===== config.mk =====
export PLATFORM = sky130hd
export DESIGN_NAME = fetch_stall_ctrl
export DESIGN_NICKNAME = d
export VERILOG_FILES = /design/src/rtl/pipe_pkg.sv /design/src/rtl/stall_watchdog.sv /design/src/rtl/fetch_stall_ctrl.sv
export SDC_FILE = /design/constraint.sdc
export NUM_CORES = 1
export LEC_CHECK = 0
export ABC_AREA = 1
export BUFFER_PORTS_ARGS = -buffer_cell sky130_fd_sc_hd__buf_4
export CAP_MARGIN = 20
export CORE_UTILIZATION = 43
export CTS_CLUSTER_DIAMETER = 50
export DETAILED_ROUTE_END_ITERATION = 6
export PLACE_DENSITY_LB_ADDON = 0.2
export SYNTH_ARGS = -nofsm -noshare
export SYNTH_HDL_FRONTEND = slang
export SYNTH_SLANG_ARGS = --single-unit

===== constraint.sdc =====
create_clock -name clk -period 1.2 [get_ports clk]
set_clock_uncertainty 0.05 [all_clocks]
set_input_delay 0.18 -clock clk [delete_from_list [all_inputs] [get_ports clk]]
set_output_delay 0.18 -clock clk [all_outputs]
set_load 0.1 [all_outputs]

===== src/rtl/pipe_pkg.sv =====
// Shared fetch-side types and constants for the dual-issue pipeline.
package pipe_pkg;

   typedef enum logic [1:0] {
      RUN   = 2'd0,
      STALL = 2'd1,
      FLUSH = 2'd2
   } fetch_state_t;

   localparam logic [15:0] NOP_INST = 16'h0000;
   localparam int          PC_STEP  = 4;

endpackage


===== src/rtl/stall_watchdog.sv =====
// Consecutive-stall counter with a sticky overrun flag that only reset clears.
module stall_watchdog #(
   parameter int MAX_STALL = 8
) (
   input  logic clk,
   input  logic rst_n,
   input  logic stall,
   input  logic in_stall,
   output logic stall_err
);

   localparam int CW = $clog2(MAX_STALL + 1);
   localparam logic [CW-1:0] MAX_CNT = CW'(MAX_STALL);

   logic [CW-1:0] cnt_reg;
   logic [CW-1:0] cnt_next;
   logic          stall_err_reg;

   // A stall that does not continue an existing STALL run starts a fresh count.
   always_comb begin
      cnt_next = '0;
      if (stall) begin
         if (!in_stall)
            cnt_next = CW'(1);
         else if (cnt_reg != MAX_CNT)
            cnt_next = cnt_reg + CW'(1);
         else
            cnt_next = cnt_reg;
      end
   end

   always_ff @(posedge clk or negedge rst_n) begin
      if (!rst_n) begin
         cnt_reg       <= '0;
         stall_err_reg <= 1'b0;
      end else begin
         cnt_reg <= cnt_next;
         if (stall && cnt_next == MAX_CNT)
            stall_err_reg <= 1'b1;
      end
   end

   assign stall_err = stall_err_reg;

endmodule


===== src/rtl/fetch_stall_ctrl.sv =====
// PC register and two-slot IF/ID register driven by hazard-unit stall requests.
// Optional perf counters are enabled with `define FETCH_STALL_PERF_EN.
module fetch_stall_ctrl
   import pipe_pkg::*;
#(
   parameter int PC_W      = 16,
   parameter int INST_W    = 16,
   parameter int RESET_PC  = 0,
   parameter int MAX_STALL = 8,
   parameter int CNT_W     = 16
) (
   input  logic              clk,
   input  logic              rst_n,
   input  logic              pc_write,
   input  logic              if_id_write,
   input  logic              cntrl_sel,
   input  logic              branch_taken,
   input  logic [PC_W-1:0]   branch_target,
   input  logic              imem_valid,
   input  logic [INST_W-1:0] imem_inst1,
   input  logic [INST_W-1:0] imem_inst2,
   output logic [PC_W-1:0]   pc,
   output logic [INST_W-1:0] if_id_inst1,
   output logic [INST_W-1:0] if_id_inst2,
   output logic [PC_W-1:0]   if_id_pc,
   output logic              if_id_valid,
   output logic              protocol_err,
   output logic              stall_err,
   output logic [CNT_W-1:0]  stall_cycles,
   output logic [CNT_W-1:0]  flush_count
);

   localparam logic [INST_W-1:0] NOP = INST_W'(NOP_INST);

   fetch_state_t      state_reg;
   logic [PC_W-1:0]   pc_reg;
   logic [INST_W-1:0] inst1_reg;
   logic [INST_W-1:0] inst2_reg;
   logic [PC_W-1:0]   if_id_pc_reg;
   logic              valid_reg;
   logic              protocol_err_reg;

   logic req_bad;
   logic write_ok;
   logic redirect;
   logic stall;

   // Mismatched write enables collapse to a stall, which also blocks any redirect.
   always_comb begin
      req_bad  = (cntrl_sel == if_id_write) | (pc_write ^ if_id_write)
               | (branch_taken & ~pc_write);
      write_ok = pc_write & if_id_write;
      redirect = branch_taken & write_ok;
      stall    = ~write_ok;
   end

   always_ff @(posedge clk or negedge rst_n) begin
      if (!rst_n) begin
         state_reg        <= RUN;
         pc_reg           <= PC_W'(RESET_PC);
         inst1_reg        <= NOP;
         inst2_reg        <= NOP;
         if_id_pc_reg     <= '0;
         valid_reg        <= 1'b0;
         protocol_err_reg <= 1'b0;
      end else begin
         if (req_bad)
            protocol_err_reg <= 1'b1;
         if (redirect) begin
            pc_reg    <= branch_target;
            inst1_reg <= NOP;
            inst2_reg <= NOP;
            valid_reg <= 1'b0;
            state_reg <= FLUSH;
         end else if (stall) begin
            state_reg <= STALL;
         end else if (!imem_valid) begin
            inst1_reg <= NOP;
            inst2_reg <= NOP;
            valid_reg <= 1'b0;
            state_reg <= RUN;
         end else begin
            pc_reg       <= pc_reg + PC_W'(PC_STEP);
            inst1_reg    <= imem_inst1;
            inst2_reg    <= imem_inst2;
            if_id_pc_reg <= pc_reg;
            valid_reg    <= 1'b1;
            state_reg    <= RUN;
         end
      end
   end

   stall_watchdog #(
      .MAX_STALL (MAX_STALL)
   ) u_watchdog (
      .clk       (clk),
      .rst_n     (rst_n),
      .stall     (stall),
      .in_stall  (state_reg == STALL),
      .stall_err (stall_err)
   );

`ifdef FETCH_STALL_PERF_EN
   logic [CNT_W-1:0] stall_cycles_reg;
   logic [CNT_W-1:0] flush_count_reg;

   always_ff @(posedge clk or negedge rst_n) begin
      if (!rst_n) begin
         stall_cycles_reg <= '0;
         flush_count_reg  <= '0;
      end else begin
         if (stall && stall_cycles_reg != '1)
            stall_cycles_reg <= stall_cycles_reg + CNT_W'(1);
         if (redirect && flush_count_reg != '1)
            flush_count_reg <= flush_count_reg + CNT_W'(1);
      end
   end

   assign stall_cycles = stall_cycles_reg;
   assign flush_count  = flush_count_reg;
`else
   assign stall_cycles = '0;
   assign flush_count  = '0;
`endif

   assign pc           = pc_reg;
   assign if_id_inst1  = inst1_reg;
   assign if_id_inst2  = inst2_reg;
   assign if_id_pc     = if_id_pc_reg;
   assign if_id_valid  = valid_reg;
   assign protocol_err = protocol_err_reg;

endmodule

**Yosys cells after proc, flatten, opt, wreduce, memory -nomap -nowiden**

Cells that the tools add are included.

- Register bits: 73
- Output and inout bits: 99

- Bitwise operators: 9
- Multiplexer cells: 17
- Reductions and logical operators: 5
- $add $sub $neg: 2
- Equal/unequal tests: 4

Operator list:

| cell | number |
|---|---|
| 2-to-1 mux 16 bit | 9 |
| adder 16 x 3 -> 16 bit, second input constant | 1 |
| 2-to-1 mux 4 bit | 3 |
| adder 4 x 1 -> 4 bit, second input constant | 1 |
| equality test 4 bit, second input constant | 1 |
| 2-to-1 mux 1 bit | 4 |
| != test 4 bit, second input constant | 1 |
| nonzero test 2 bit | 2 |
| bitwise AND 1 bit | 3 |
| inverter 1 bit | 3 |
| AND reduction 3 bit | 1 |
| equality test 2 x 1 -> 1 bit, second input constant | 1 |
| 2-to-1 mux 2 bit | 1 |
| bitwise OR 1 bit | 2 |
| AND reduction 2 bit | 1 |
| equality test 1 bit | 1 |
| logical AND 1 bit | 1 |
| XOR 1 bit | 1 |

**Logic depth before layout (Yosys ltp)**

Gate-level depths: netlist of the first run.

- Depth after elaboration: 6
- Depth in mapped cells: 8

**Modules after synthesis**

Synthesis of the first run repeated with hierarchy kept, for this count alone.

- Cells, all modules: 371
- Area, all modules: 3538.4 um^2

By module, submodules not included:

| module | instances | area an instance (um^2) | cells an instance |
|---|---|---|---|
| fetch_stall_ctrl | 1 | 3260.6 | 335 |
| stall_watchdog | 1 | 277.8 | 36 |

**Worst setup path after synthesis of the first run**

No wires, ideal clock.

- Kind: reg2reg
- Start: reg pc_reg[3] (netlist: pc[3])
- End: reg pc_reg[12] (netlist: pc[12])
- Setup time: 0.129 ns
- Required time: 1.021 ns
- Buffers on the path: 0
- Data arrival time: 1.913 ns
- Period minus slack after synthesis: 2.092 ns
- Stages on the path, launching flop included: 9
- Slack: -0.892 ns
- Path through: dfrtp_1 -> ha_1 -> nand2_1 -> nor2_4 -> nand2_1 -> nand2_1 -> nand3_1 -> nand2_1 -> o21ai_0

- Word-level cells in the longest chain between the ends: 4

RTL lines:

| what | RTL line | source |
|---|---|---|
| start: declaration | fetch_stall_ctrl.sv:36 | `logic [PC_W-1:0] pc_reg;` |
| start signal: assignment | fetch_stall_ctrl.sv:60 | `pc_reg <= PC_W'(RESET_PC);` |
| start signal: assignment | fetch_stall_ctrl.sv:70 | `pc_reg <= branch_target;` |
| start signal: assignment | fetch_stall_ctrl.sv:83 | `pc_reg <= pc_reg + PC_W'(PC_STEP);` |
| adder 16 x 3 -> 16 bit | fetch_stall_ctrl.sv:83 |  |
| 2-to-1 mux 16 bit | fetch_stall_ctrl.sv:77 | `end else if (!imem_valid) begin` |
| 2-to-1 mux 16 bit | fetch_stall_ctrl.sv:75 | `end else if (stall) begin` |
| 2-to-1 mux 16 bit | fetch_stall_ctrl.sv:69 | `if (redirect) begin` |

Every way passes these cells. The select of a mux whose other input is x is not followed.
A chain may end at the register's enable or synchronous reset.

**Final worst setup path of the first run**

- Start: reg pc_reg[2] (netlist: pc[2])
- End: reg pc_reg[8] (netlist: pc[8])

Same word-level chain as after synthesis.

==> results_dict.tcl, run 1 <==
set metrics [dict create \
    syn_to_final_growth_pct 63.0 \
    antenna_left 0 \
    yosysTopAreaCell "dfrtp_1" \
    reg2reg_from "pc[2]" \
    clockBufferDepth 2 \
    seq_area_sq_um 1940 \
    drv_cap 0 \
    grt_antenna_before_repair 0 \
    status "finished, violations left" \
    startpoint_type "register" \
    die_w_um 92.4 \
    ir_drop_mv 1.09 \
    synthAdderAreaFrac_pct 1.78 \
    drv_slew 0 \
    fillers 555 \
    seq_area_frac_synth_pct 52.0 \
    vias 3245 \
    hold_path_depth 3 \
    max_stage_delay_ps 470 \
    yosysMostFrequentCell "dfrtp_1" \
    fmax_mhz 718 \
    final-hold-violation-count 0 \
    grt_pass1_wl_um 14900 \
    synth_ff_type "dfrtp_1" \
    cts_buffers 9 \
    yosys.area.top_type_share_pct 52.0 \
    holdCritStartpoint "branch_target[1]" \
    h-tree-depth 3 \
    synth_area_leaders "dfrtp_1 52%, a32o_1 9.1%, buf_4 8.3%, nand2_1 7.5%, o21ai_0 3.3%" \
    synthTopCellsByCount "73 x dfrtp_1, 70 x nand2_1, 39 x buf_4" \
    endpoint_kind "register" \
    viasPerCell 5.08 \
    start_util_pct 45.0 \
    reg2reg_depth 8 \
    cts_tree "built" \
    clockRootBuffer "clkbuf_8" \
    crit_slowest_cell "dfrtp_4" \
    synthCells 365 \
    synth_simple_gate_area_share_pct 15.8 \
    rows 32 \
    violations "negative setup slack" \
    async_flop_share_pct 100 \
    drc 0 \
    cts.sinks 73 \
    cp_data_required_time_ps 1380 \
    place_area_sq_um 4750 \
    synthXorXnorAreaFrac_pct 0.747 \
    wl_per_cell_um 15.5 \
    grt_start_max_net_pins 74 \
    routed_wl_um 9880 \
    power.static_leakage_uw 0.00272 \
    setup_viol 26 \
    clk_transition_reported_paths_ps 80 \
    hold_path_end "pc[1]" \
    period_needed_ps 1390 \
    path_class "reg2reg" \
    grt_util_all_layers_pct 22.7 \
    worst_slack_ps -192 \
    n_antenna_cell 0 \
    io_buffers 121 \
    dieArea_sq_um 8540 \
    synth_compound_area_share_pct 15.5 \
    rsz0062_at_grt "true" \
    reg2reg_setup_slack_ps -190 \
    multi_input_area_sq_um 1490 \
    drive_gt1_share_pct 55.3 \
    die_h_um 92.4 \
    synth_top_family_by_area "simple AND/OR/NAND/NOR gates" \
    syn-cell-area_sq_um 3520 \
    hold_class "in2reg" \
    ys_ff_latch 73 \
    hpwl_um 6410 \
    synth.area.mux_share_pct 0.641 \
    final_nets 593 \
    synth_edf_count 0 \
    r2r_end "pc[8]" \
    critPathArrivalTime_ps 1580 \
    core_area_sq_um 7810 \
    gp_congestion 0.838 \
    setup_tns_ps -2980 \
    grt_pass1_vias 3133 \
    clock_latency_ps 340 \
    overflow 0 \
    crit_chain "ha_4 > nand2_4 > nor2_4 > inv_2 > o21ai_2 > nand2_1 > nand2_1 > inv_1" \
    drt_iter0_markers 201 \
    ys_types 31 \
    cpMostUsedCell "nand2_1" \
    fin_area_sq_um 5730 \
    crit_fanout 7 \
    finalCritPeriodShare_pct 116 \
    power.density_nw_per_um2 2360 \
    dr.pass1.iters 6 \
    yosysWarnings 0 \
    ioPinCount 154 \
    syn_area_per_cell_sq_um 9.63 \
]
==> where the power goes <==
group	switching, uW	internal (uW)
Combinational	5430	2610
Clock	866	949
Sequential	556	3100
Total	6850	6660
==> worst max-delay path by stage <==
stage               startpoint        endpoint  slack (ps)
finish                   pc[2]           pc[8]        -190
CTS                      pc[3]           pc[3]        -190
global route             pc[5]           pc[8]        -280
detailed placement    pc_write    if_id_pc[15]        -210
global placement      pc_write  if_id_inst1[1]        -170
floorplan                pc[3]          pc[14]        -300
==> critical path, delay by kind of cell (launching register included) <==
kind	cells	cell delay [ps]
buffers and inverters	2	100
adder cells (fa/ha/maj)	1	170
flip-flops	1	470
AND/OR/NAND/NOR	4	370
AO/OA/AOI/OAI	1	120
==> cells in the final DEF (no fill, tap or decap), types with 3 or more instances in the layout <==
cell type	netlist	routed
inv_2	6	11
buf_8	0	7
buf_12	0	25
inv_1	27	22
a32o_1	32	32
conb_1	1	32
nor2_1	24	21
nor2_4	1	4
clkbuf_8	0	9
nand3_1	22	11
clkbuf_1	4	3
o21ai_1	3	3
nand3_2	0	11
o21ai_0	23	21
buf_4	39	88
dfrtp_1	73	7
dfrtp_2	0	55
nand4_1	4	4
nand2_2	1	4
nand2_1	70	64
a21oi_1	7	5
dfrtp_4	0	11
buf_6	3	52
==> stage by stage <==
step                hold slack (ps)  worst slack (ps)  util (%)  total power, uW  instances
floorplan                      -166              -295         -             8460        396
global placement                178              -173      60.9             9920        602
detailed placement              178              -210      60.9            10000        602
CTS                            4.46              -190      70.5            13000        631
global route                   24.5              -283      73.4            14000        639
finish                         6.24              -192      73.4            13500        639
==> repair_timing <==
| item | CTS | global route |
|---|---|---|
| hold buffers | 2 | 0 |
| endpoints found under the setup margin | 80 | 43 |
| pin swaps | 10 | 14 |
| buffers inserted | 13 | 8 |
| hold endpoints to repair | 74 | 0 |
| gates resized for setup | 119 | 42 |
==> logic make-up (layout without fill, tap and decap cells) <==
kind of cell / Yosys count / count (layout)
compound gates: 72 / 72
buf+inv: 81 / 222
fa+ha+maj: 5 / 5
mux: 2 / 2
xor+xnor: 3 / 3
other cells: 1 / 32
flops: 73 / 73
simple gates: 128 / 128
==> layer usage <==
metal / up-vias / share of wire (%) / GRT usage (%) / wire length [um]
met5: - / 0 / 0 / 0
met2: 144 / 53 / 39.3 / 5230
met4: 0 / 1.9 / 8.46 / 191
li1: 1509 / - / - / -
met1: 1574 / 39 / 27.7 / 3890
met3: 18 / 5.7 / 4.68 / 568
==> final cells by class <==
| type | count | share of cell area [%] |
|---|---|---|
| sequential | 73 | 33.8 |
| timing repair buffer | 174 | 32.7 |
| multi-input combinational | 242 | 26.1 |
| clock buffer | 12 | 2.36 |
| tap | 102 | 2.23 |
| inverter | 33 | 2.16 |
| clock inverter | 3 | 0.742 |
(Power assumes the default switching activity.)
==> inputs of run 2 (changes only) <==
--- a/config.mk
+++ b/config.mk
@@ -8,6 +8,7 @@
 export ABC_AREA = 1
 export BUFFER_PORTS_ARGS = -buffer_cell sky130_fd_sc_hd__buf_4
 export CAP_MARGIN = 20
+export CORE_MARGIN = 1.5
 export CORE_UTILIZATION = 43
 export CTS_CLUSTER_DIAMETER = 50
 export DETAILED_ROUTE_END_ITERATION = 6
==> run 2 against run 1 <==
Against the previous run: the run still ends with negative setup slack left; cell count is 0.31% higher; power is 2.5% higher; combinational power is 5.6% higher; global-route usage is 0.60 points higher; first-iteration DRC count is 0.50% lower; clock power is 7% lower; highest routed layer unchanged; fmax is 0.12% lower; sequential power hardly changed; utilization is 4.2 points higher.
==> results_dict.tcl, run 2 (synthesized netlist as in run 1, its figures left out) <==
set metrics [dict create \
    die_h_um 93.4 \
    layout_commonest_cell "buf_4" \
    status "finished, violations left" \
    holdWs_ps 36.6 \
    n_antenna_cell 0 \
    vias 3250 \
    max_stage_delay_ps 450 \
    crit_buf_inv 2 \
    rsz0062_at_grt "true" \
    fin_area_sq_um 6060 \
    crit_family "flip-flops" \
    grt_start_max_net_pins 35 \
    fmax_mhz 717 \
    path_class "reg2reg" \
    setup_tns_ps -2880 \
    routed_wl_um 10200 \
    startpoint_type "register" \
    period_needed_ps 1390 \
    final_cell_mix "82 x buf_4, 66 x nand2_1, 63 x buf_12, 55 x dfrtp_2" \
    worst_slack_ps -194 \
    cpMostUsedCell "nand2_1" \
    h-tree-depth 3 \
    power.density_nw_per_um2 2280 \
    grt_util_all_layers_pct 23.3 \
    fin_cells 641 \
    die_w_um 93.4 \
    core_area_sq_um 7810 \
    drt_iter0_markers 200 \
    hold_class "in2reg" \
    overflow 0 \
    dieArea_sq_um 8730 \
    critPathArrivalTime_ps 1590 \
    clock_latency_ps 340 \
    final-hold-violation-count 0 \
    grt_antenna_before_repair 0 \
    drc 0 \
    crit_chain "ha_4 > nand2_4 > nor2_4 > inv_2 > o21ai_2 > nand2_1 > nand2_1 > inv_1" \
    grt_pass1_vias 3135 \
    cp_data_required_time_ps 1400 \
    ioPinCount 154 \
    crit_fanout 7 \
    cts_tree "built" \
    hpwl_um 6470 \
    violations "negative setup slack" \
    drv_cap 0 \
    clockBufferDepth 2 \
    rows 32 \
    clockRootBuffer "clkbuf_8" \
    wl_per_cell_um 15.9 \
    ir_drop_mv 1.12 \
    dr.pass1.iters 4 \
    final_nets 594 \
    viasPerCell 5.07 \
    dpl_worst_slack_ps -232 \
    endpoint_kind "register" \
    cts_buffers 9 \
    clk_transition_reported_paths_ps 80 \
    drv_slew 0 \
    syn_to_final_growth_pct 72.4 \
    cts.sinks 73 \
    reg2reg_setup_slack_ps -190 \
    crit_slowest_cell "dfrtp_4" \
    dp.cells 601 \
    grt_pass1_wl_um 15600 \
    gp_congestion 0.882 \
    setup_viol 25 \
    finalCritPeriodShare_pct 116 \
    start_util_pct 45.0 \
    power.static_leakage_uw 0.00280 \
    io_buffers 121 \
    drive_gt1_share_pct 54.9 \
    antenna_left 0 \
    place_area_sq_um 4770 \
]
run 2: changes by cell type in the layout (fill, tap and decap cells not counted), sizes merged:
| cell | before | now |
|---|---|---|
| buf | 172 | 171 |
| bufinv | 1 | 0 |
| clkbuf | 12 | 10 |
| clkinvlp | 1 | 4 |
| dlygate4sd3 | 2 | 4 |
| inv | 33 | 34 |
run 2: final timing paths:
| check | from | end | depth (start not counted) |
|---|---|---|---|
| worst max register to register | pc[2] | pc[8] | 8 |
| min in group asynchronous | rst_n | pc[15] | 2 |
| max in group asynchronous | rst_n | pc[3] | 3 |
| worst min register to register | if_id_pc[8] | if_id_pc[8] | 2 |
| worst max-delay path | pc[2] | pc[8] | 8 |
| worst min-delay path | imem_inst1[0] | if_id_inst1[0] | 2 |
run 2: repair_timing:
item	4_1_cts	5_1_grt
buffers inserted	17	3
pin swaps	17	18
resized for setup	139	91
hold buffers	4	0
setup endpoints to repair	80	79
endpoints found under the hold margin	76	0
run 2: report_power, final:
part / switching [uW] / internal (uW) / total [uW]
combinational: 5500 / 2990 / 8490
clock: 934 / 753 / 1690
sequential: 571 / 3100 / 3670
run 2: final cells by class:
cell class,count,area [sq um]
Timing Repair Buffer,175,2210
Inverter,33,124
Multi-Input combinational cell,242,1490
Fill cell,482,1750
Sequential cell,73,1940
Clock buffer,10,128
Clock inverter,6,43.8
Tap cell,102,128
run 2: per-layer routing:
layer  vias up  share of wire (%)  global-route usage (%)
li1       1514                  -                       -
met1      1580                 40                    30.5
met2       135                 53                    37.0
met3        21                5.2                    5.12
met4         0                2.4                    9.97
met5         -                  0                       0
run 2: metrics by stage:
stage          utilization (%)  total power (uW)
6_report                  77.6             13800
5_1_grt                   77.6             14400
4_1_cts                   72.3             13100
3_5_place_dp              61.1             10000
3_3_place_gp              61.1              9970
2_1_floorplan                -              8460
